<file path="config.mk">
export PLATFORM = sky130hd
export DESIGN_NAME = terminal_writer
export DESIGN_NICKNAME = d
export VERILOG_FILES = /design/src/rtl/terminal_pkg.sv /design/src/rtl/terminal_cursor.sv /design/src/rtl/terminal_writer.sv
export SDC_FILE = /design/constraint.sdc
export NUM_CORES = 1
export LEC_CHECK = 0
export CORE_MARGIN = 3
export CORE_UTILIZATION = 40
export DETAILED_ROUTE_END_ITERATION = 7
export GPL_TIMING_DRIVEN = 0
export SYNTH_ARGS = -nofsm -noshare
export SYNTH_HDL_FRONTEND = slang
export SYNTH_HIERARCHICAL = 1
export SYNTH_SLANG_ARGS = --single-unit
</file>
<file path="constraint.sdc">
create_clock -name pixel_clk_in -period 5.7 [get_ports pixel_clk_in]
set_input_delay 1.14 -clock pixel_clk_in [delete_from_list [all_inputs] [get_ports pixel_clk_in]]
set_output_delay 1.14 -clock pixel_clk_in [all_outputs]
set_load 0.05 [all_outputs]
</file>
<file path="src/rtl/terminal_pkg.sv">
// Shared constants, state encoding and default geometry for the terminal buffer writer.
package terminal_pkg;

  localparam int unsigned DEF_COLS = 64;
  localparam int unsigned DEF_ROWS = 40;

  localparam logic [7:0] CHAR_SPACE     = 8'h20;
  localparam logic [7:0] CHAR_BS        = 8'h08;
  localparam logic [7:0] CHAR_LF        = 8'h0A;
  localparam logic [7:0] CHAR_CR        = 8'h0D;
  localparam logic [7:0] CHAR_PRINT_MIN = 8'h20;
  localparam logic [7:0] CHAR_PRINT_MAX = 8'h7E;

  typedef enum logic [1:0] {
    INIT_CLEAR,
    IDLE,
    CLEAR_ROW
  } term_state_t;

  function automatic logic is_printable(input logic [7:0] c);
    return (c >= CHAR_PRINT_MIN) && (c <= CHAR_PRINT_MAX);
  endfunction

endpackage

</file>
<file path="src/rtl/terminal_cursor.sv">
// Text cursor: col/row registers plus the per-character cursor arithmetic and write request.
module terminal_cursor
  import terminal_pkg::*;
#(
  parameter int unsigned COLS = DEF_COLS,
  parameter int unsigned ROWS = DEF_ROWS
) (
  input  logic                      clk,
  input  logic                      rst,
  input  logic                      accept,
  input  logic [7:0]                char_code,
  output logic [$clog2(COLS)-1:0]   col,
  output logic [$clog2(ROWS)-1:0]   row,
  output logic                      row_adv_c,
  output logic                      wr_req_c,
  output logic [$clog2(COLS)-1:0]   wr_col_c,
  output logic [7:0]                wr_char_c
);

  localparam int unsigned COL_W = $clog2(COLS);
  localparam int unsigned ROW_W = $clog2(ROWS);

  logic [COL_W-1:0] col_nxt;
  logic [ROW_W-1:0] row_nxt;
  logic             adv;

  // Decode the accepted code into a cursor move and an optional cell write.
  always_comb begin
    col_nxt   = col;
    row_nxt   = row;
    adv       = 1'b0;
    wr_req_c  = 1'b0;
    wr_col_c  = col;
    wr_char_c = char_code;
    if (accept) begin
      if (is_printable(char_code)) begin
        wr_req_c = 1'b1;
        if (col == COL_W'(COLS - 1)) begin
          col_nxt = '0;
          adv     = 1'b1;
        end else begin
          col_nxt = col + COL_W'(1);
        end
      end else begin
        case (char_code)
          CHAR_BS: begin
            if (col != '0) begin
              col_nxt   = col - COL_W'(1);
              wr_req_c  = 1'b1;
              wr_col_c  = col - COL_W'(1);
              wr_char_c = CHAR_SPACE;
            end
          end
          CHAR_LF: begin
            col_nxt = '0;
            adv     = 1'b1;
          end
          CHAR_CR: col_nxt = '0;
          default: ;
        endcase
      end
      if (adv) begin
        row_nxt = (row == ROW_W'(ROWS - 1)) ? '0 : row + ROW_W'(1);
      end
    end
  end

  assign row_adv_c = adv;

  always_ff @(posedge clk or posedge rst) begin
    if (rst) begin
      col <= '0;
      row <= '0;
    end else begin
      col <= col_nxt;
      row <= row_nxt;
    end
  end

endmodule

</file>
<file path="src/rtl/terminal_writer.sv">
// Write-side controller for the character terminal buffer: init clear, char writes, row clears.
// Optional circular scrolling of the displayed top row is enabled by TERMINAL_SCROLL_EN.
module terminal_writer
  import terminal_pkg::*;
#(
  parameter int unsigned COLS = DEF_COLS,
  parameter int unsigned ROWS = DEF_ROWS
) (
  input  logic                          pixel_clk_in,
  input  logic                          rst_in,
  input  logic                          char_valid_in,
  input  logic [7:0]                    char_in,
  output logic                          char_ready_out,
  output logic                          wr_en_out,
  output logic [$clog2(ROWS*COLS)-1:0]  wr_addr_out,
  output logic [7:0]                    wr_data_out,
  output logic [$clog2(COLS)-1:0]       cursor_col_out,
  output logic [$clog2(ROWS)-1:0]       cursor_row_out,
  output logic [$clog2(ROWS)-1:0]       top_row_out
);

  localparam int unsigned CELLS  = ROWS * COLS;
  localparam int unsigned ADDR_W = $clog2(CELLS);
  localparam int unsigned COL_W  = $clog2(COLS);
  localparam int unsigned ROW_W  = $clog2(ROWS);

  term_state_t       state, state_nxt;
  logic [ADDR_W-1:0] clr_cnt, clr_cnt_nxt;
  logic              wr_en_nxt;
  logic [ADDR_W-1:0] wr_addr_nxt;
  logic [7:0]        wr_data_nxt;
  logic              accept;
  logic              row_adv_c;
  logic              wr_req_c;
  logic [COL_W-1:0]  wr_col_c;
  logic [7:0]        wr_char_c;
  logic [ADDR_W-1:0] row_base;

  assign char_ready_out = (state == IDLE);
  assign accept         = char_valid_in && char_ready_out;
  assign row_base       = ADDR_W'(cursor_row_out) * ADDR_W'(COLS);

  terminal_cursor #(
    .COLS (COLS),
    .ROWS (ROWS)
  ) u_cursor (
    .clk       (pixel_clk_in),
    .rst       (rst_in),
    .accept    (accept),
    .char_code (char_in),
    .col       (cursor_col_out),
    .row       (cursor_row_out),
    .row_adv_c (row_adv_c),
    .wr_req_c  (wr_req_c),
    .wr_col_c  (wr_col_c),
    .wr_char_c (wr_char_c)
  );

  // Next state, clear counter and the write to register this cycle.
  always_comb begin
    state_nxt   = state;
    clr_cnt_nxt = clr_cnt;
    wr_en_nxt   = 1'b0;
    wr_addr_nxt = wr_addr_out;
    wr_data_nxt = wr_data_out;
    case (state)
      INIT_CLEAR: begin
        wr_en_nxt   = 1'b1;
        wr_addr_nxt = clr_cnt;
        wr_data_nxt = CHAR_SPACE;
        if (clr_cnt == ADDR_W'(CELLS - 1)) begin
          clr_cnt_nxt = '0;
          state_nxt   = IDLE;
        end else begin
          clr_cnt_nxt = clr_cnt + ADDR_W'(1);
        end
      end
      IDLE: begin
        if (wr_req_c) begin
          wr_en_nxt   = 1'b1;
          wr_addr_nxt = row_base + ADDR_W'(wr_col_c);
          wr_data_nxt = wr_char_c;
        end
        if (row_adv_c) begin
          clr_cnt_nxt = '0;
          state_nxt   = CLEAR_ROW;
        end
      end
      CLEAR_ROW: begin
        // Cursor row already points at the newly entered row here.
        wr_en_nxt   = 1'b1;
        wr_addr_nxt = row_base + clr_cnt;
        wr_data_nxt = CHAR_SPACE;
        if (clr_cnt == ADDR_W'(COLS - 1)) begin
          clr_cnt_nxt = '0;
          state_nxt   = IDLE;
        end else begin
          clr_cnt_nxt = clr_cnt + ADDR_W'(1);
        end
      end
      default: state_nxt = INIT_CLEAR;
    endcase
  end

  always_ff @(posedge pixel_clk_in or posedge rst_in) begin
    if (rst_in) begin
      state       <= INIT_CLEAR;
      clr_cnt     <= '0;
      wr_en_out   <= 1'b0;
      wr_addr_out <= '0;
      wr_data_out <= '0;
    end else begin
      state       <= state_nxt;
      clr_cnt     <= clr_cnt_nxt;
      wr_en_out   <= wr_en_nxt;
      wr_addr_out <= wr_addr_nxt;
      wr_data_out <= wr_data_nxt;
    end
  end

`ifdef TERMINAL_SCROLL_EN
  function automatic logic [ROW_W-1:0] row_inc(input logic [ROW_W-1:0] r);
    return (r == ROW_W'(ROWS - 1)) ? '0 : r + ROW_W'(1);
  endfunction

  logic wrapped;

  // Once the cursor has wrapped, the screen top follows one row below the cursor.
  always_ff @(posedge pixel_clk_in or posedge rst_in) begin
    if (rst_in) begin
      wrapped     <= 1'b0;
      top_row_out <= '0;
    end else if (row_adv_c) begin
      if (wrapped || (cursor_row_out == ROW_W'(ROWS - 1))) begin
        wrapped     <= 1'b1;
        top_row_out <= row_inc(row_inc(cursor_row_out));
      end
    end
  end
`else
  assign top_row_out = '0;
`endif

endmodule

</file>
==> results.cfg <==
[place]
place_ws_ns = 1.42
portBuffers = 44
place.gp.congestion = 0.829
post-dp-hpwl_mm = 6.12
post-place-cells = 503

[floorplan]
num_rows = 31
ioPinCount = 51
fp.dieW_um = 94.6
core-area_mm2 = 0.00745
start_util_pct = 42.2
dieArea_mm2 = 0.00895
fp.dieH_um = 94.6

[timing]
fin_skew_ns = 0.00958
period_minus_slack_ns = 3.97
tightest_slew_ns = 0.824
setup_viol = 0
maxSlewViolCount = 0
fin_crit_sh_pct = 69.6
rsz0062_at_grt = false
maxSlewHeadroom_pct = 45.1
fin_setup_tns_ns = 0
hold_viol = 0
max_freq_mhz = 252
postLayoutSetupSlackWorst_ns = 1.73

[clocking]
cts.repair.resized = 0
cts_hold_buf = 0
clock_sinks = 47
clkLatencyLatePin_ns = 0.31
clk_pin_slew_ns = 0.10
cts_setup_buffers = 0
cts_tree = yes
clockBufferDepth = 2
cts_buffers = 5
root_buffer = clkbuf_8
h-tree-depth = 2

[layout]
fillers = 726
area_growth_pct = 23.0
fin_util_pct = 51.9
drive_gt1_share_pct = 12.1
fin_cells = 511
diodes = 0
layout.nets = 436

[run]
maxCapViolations = 0

[synthesis]
synth_area_mm2 = 0.00314
synth-seq-cells = 47
synth_top_area_share_pct = 37.5
synth-main-ff-cell = dfrtp_1
synth_edf_count = 0
yosysMostFrequentCell = dfrtp_1
ys_seq_area_share_pct = 37.5
avgSynthCellArea_um2 = 8.85
synth_warnings = 6
synth_common_cells = dfrtp_1, nor2_1, nand2_1
async_flop_share_pct = 100
yosys.area.top_type = dfrtp_1
synth.area.top_cells = dfrtp_1, ha_1, nor2_1
syn_inst = 355
synth_cell_types = 69

[drt]
wl_per_cell_um = 15.8
drtIter0Drc = 108
vias = 2792
antenna_left = 0
wl_mm = 8.07
viasPerCell = 5.46
firstDrtPassIters = 4
drc = 0

[grt]
antenna_found_initial = 0
grt_pass1_vias = 2644
overflow = 0
grt_use_total_pct = 19.2
grt_max_degree = 36
grt_pass1_wl_mm = 13.4

[status]
outcome = complete, no violations

[setup_path]
cp_data_arrival_time_ns = 4.22
path_class = in2reg
endpoint_kind = flop
cp_max_fo = 10
path_buf_inv = 3
reg2regPathDepth = 12
slowest_delay_ns = 0.66
path_delay_family = simple AND/OR/NAND/NOR gates
critical_path.slowest_cell = a21oi_1
start_kind = input pin
cp_cell_sequence = clkdlybuf4s50_1 > or4b_4 > nor2_4 > nand4b_4 > nor2_2 > a21o_1 > inv_1 > a21oi_1 > buf_2 > o211ai_1 > nand2_1
r2r_end = wr_addr_out[7]
r2r_slack_ns = 2.19
worst_ep_required_time_ns = 5.95
reg2reg_from = state[1]

[hold_path]
hp-class = reg2reg
worst_hold_path.num_cells = 2
hold_start = wr_data_out[6]
min_to = wr_data_out[6]

[pwr]
power.leakage_nw = 1.72
ir_worst_vdd_v = 0.0000998
powerDensity_mw_per_mm2 = 176
## worst reg2reg max path: stages (launching register included)
cell      delay, ns
dfrtp_1        0.42
inv_1          0.09
ha_1           0.20
clkbuf_1       0.38
and2_1         0.44
nand4b_4       0.20
nor2_2         0.25
a21o_1         0.15
inv_1          0.06
a21oi_1        0.66
buf_2          0.37
o211ai_1       0.15
nand2_1        0.08
## power breakdown
part / switching (W) / internal, W / total (W) / leakage (nW)
logic: 0.0000265 / 0.0000144 / 0.0000410 / 1.05
clock network: 0.000128 / 0.000178 / 0.000306 / 0.0703
registers: 0 / 0.000333 / 0.000333 / 0.596
## state kept, by name, summed over array words and instances (netlist names)
| name | flops |
|---|---|
| wr_addr_out | 12 |
| wr_data_out | 8 |
| u_cursor/row | 6 |
| state | 2 |
| u_cursor/col | 6 |
| wr_en_out | 1 |
| clr_cnt | 12 |
## how the worst max path moves through the flow
stage          cells after the start       start             end  slack (ns)
2_1_floorplan                     11  char_in[5]      clr_cnt[8]        2.47
3_3_place_gp                      11  char_in[5]  wr_addr_out[7]        1.40
3_5_place_dp                      11  char_in[5]  wr_addr_out[7]        1.42
4_1_cts                           11  char_in[5]  wr_addr_out[7]        1.74
5_1_grt                           10  char_in[2]  wr_addr_out[7]        1.46
6_report                          11  char_in[5]  wr_addr_out[7]        1.73
## area by class of cell
class / instances / area [um2] / area share, %
flip-flops and latches: 47 / 1180 / 30.4
clock buffers: 5 / 68.8 / 1.78
clock inverters: 3 / 71.3 / 1.85
plain buffers: 25 / 131 / 3.40
well taps: 99 / 124 / 3.21
multi-input cells: 272 / 1790 / 46.4
repair buffers: 44 / 440 / 11.4
inverters: 16 / 60.1 / 1.55
## kinds of logic after synthesis
family	synth area share (%)
AO/OA/AOI/OAI	17.9
XOR/XNOR	3.63
multiplexers	4.02
AND/OR/NAND/NOR	24.9
flip-flops	37.5
other	0.119
adder cells (fa/ha/maj)	5.82
buffers and inverters	6.09
## cell usage in the layout (no fill, tap or decap), types with 13 or more instances in the layout
cell / Yosys / final
a221oi_1: 13 / 13
clkdlybuf4s50_1: 0 / 44
dfrtp_1: 47 / 47
ha_1: 13 / 13
inv_1: 15 / 14
nand2_1: 38 / 38
nand3_1: 19 / 19
nor2_1: 39 / 39
o21ai_0: 14 / 14
## routing by layer
metal	global-route usage (%)	routed length (um)	vias to the layer above
met1	27.4	3980	1345
met2	30.1	3580	67
met5	0	0	-
li1	-	-	1371
met4	5.29	123	0
met3	3.11	384	9
## metrics by stage
stage / total power [W] / hold slack [ns] / area [um2]
floorplan: 0.000367 / 0.486 / 3160
global placement: 0.000381 / 0.451 / 3720
detailed placement: 0.000381 / 0.459 / 3720
CTS: 0.000687 / 0.482 / 3860
global route: 0.000706 / 0.497 / 3860
finish: 0.000680 / 0.474 / 3860
(Power assumes the default switching activity.)
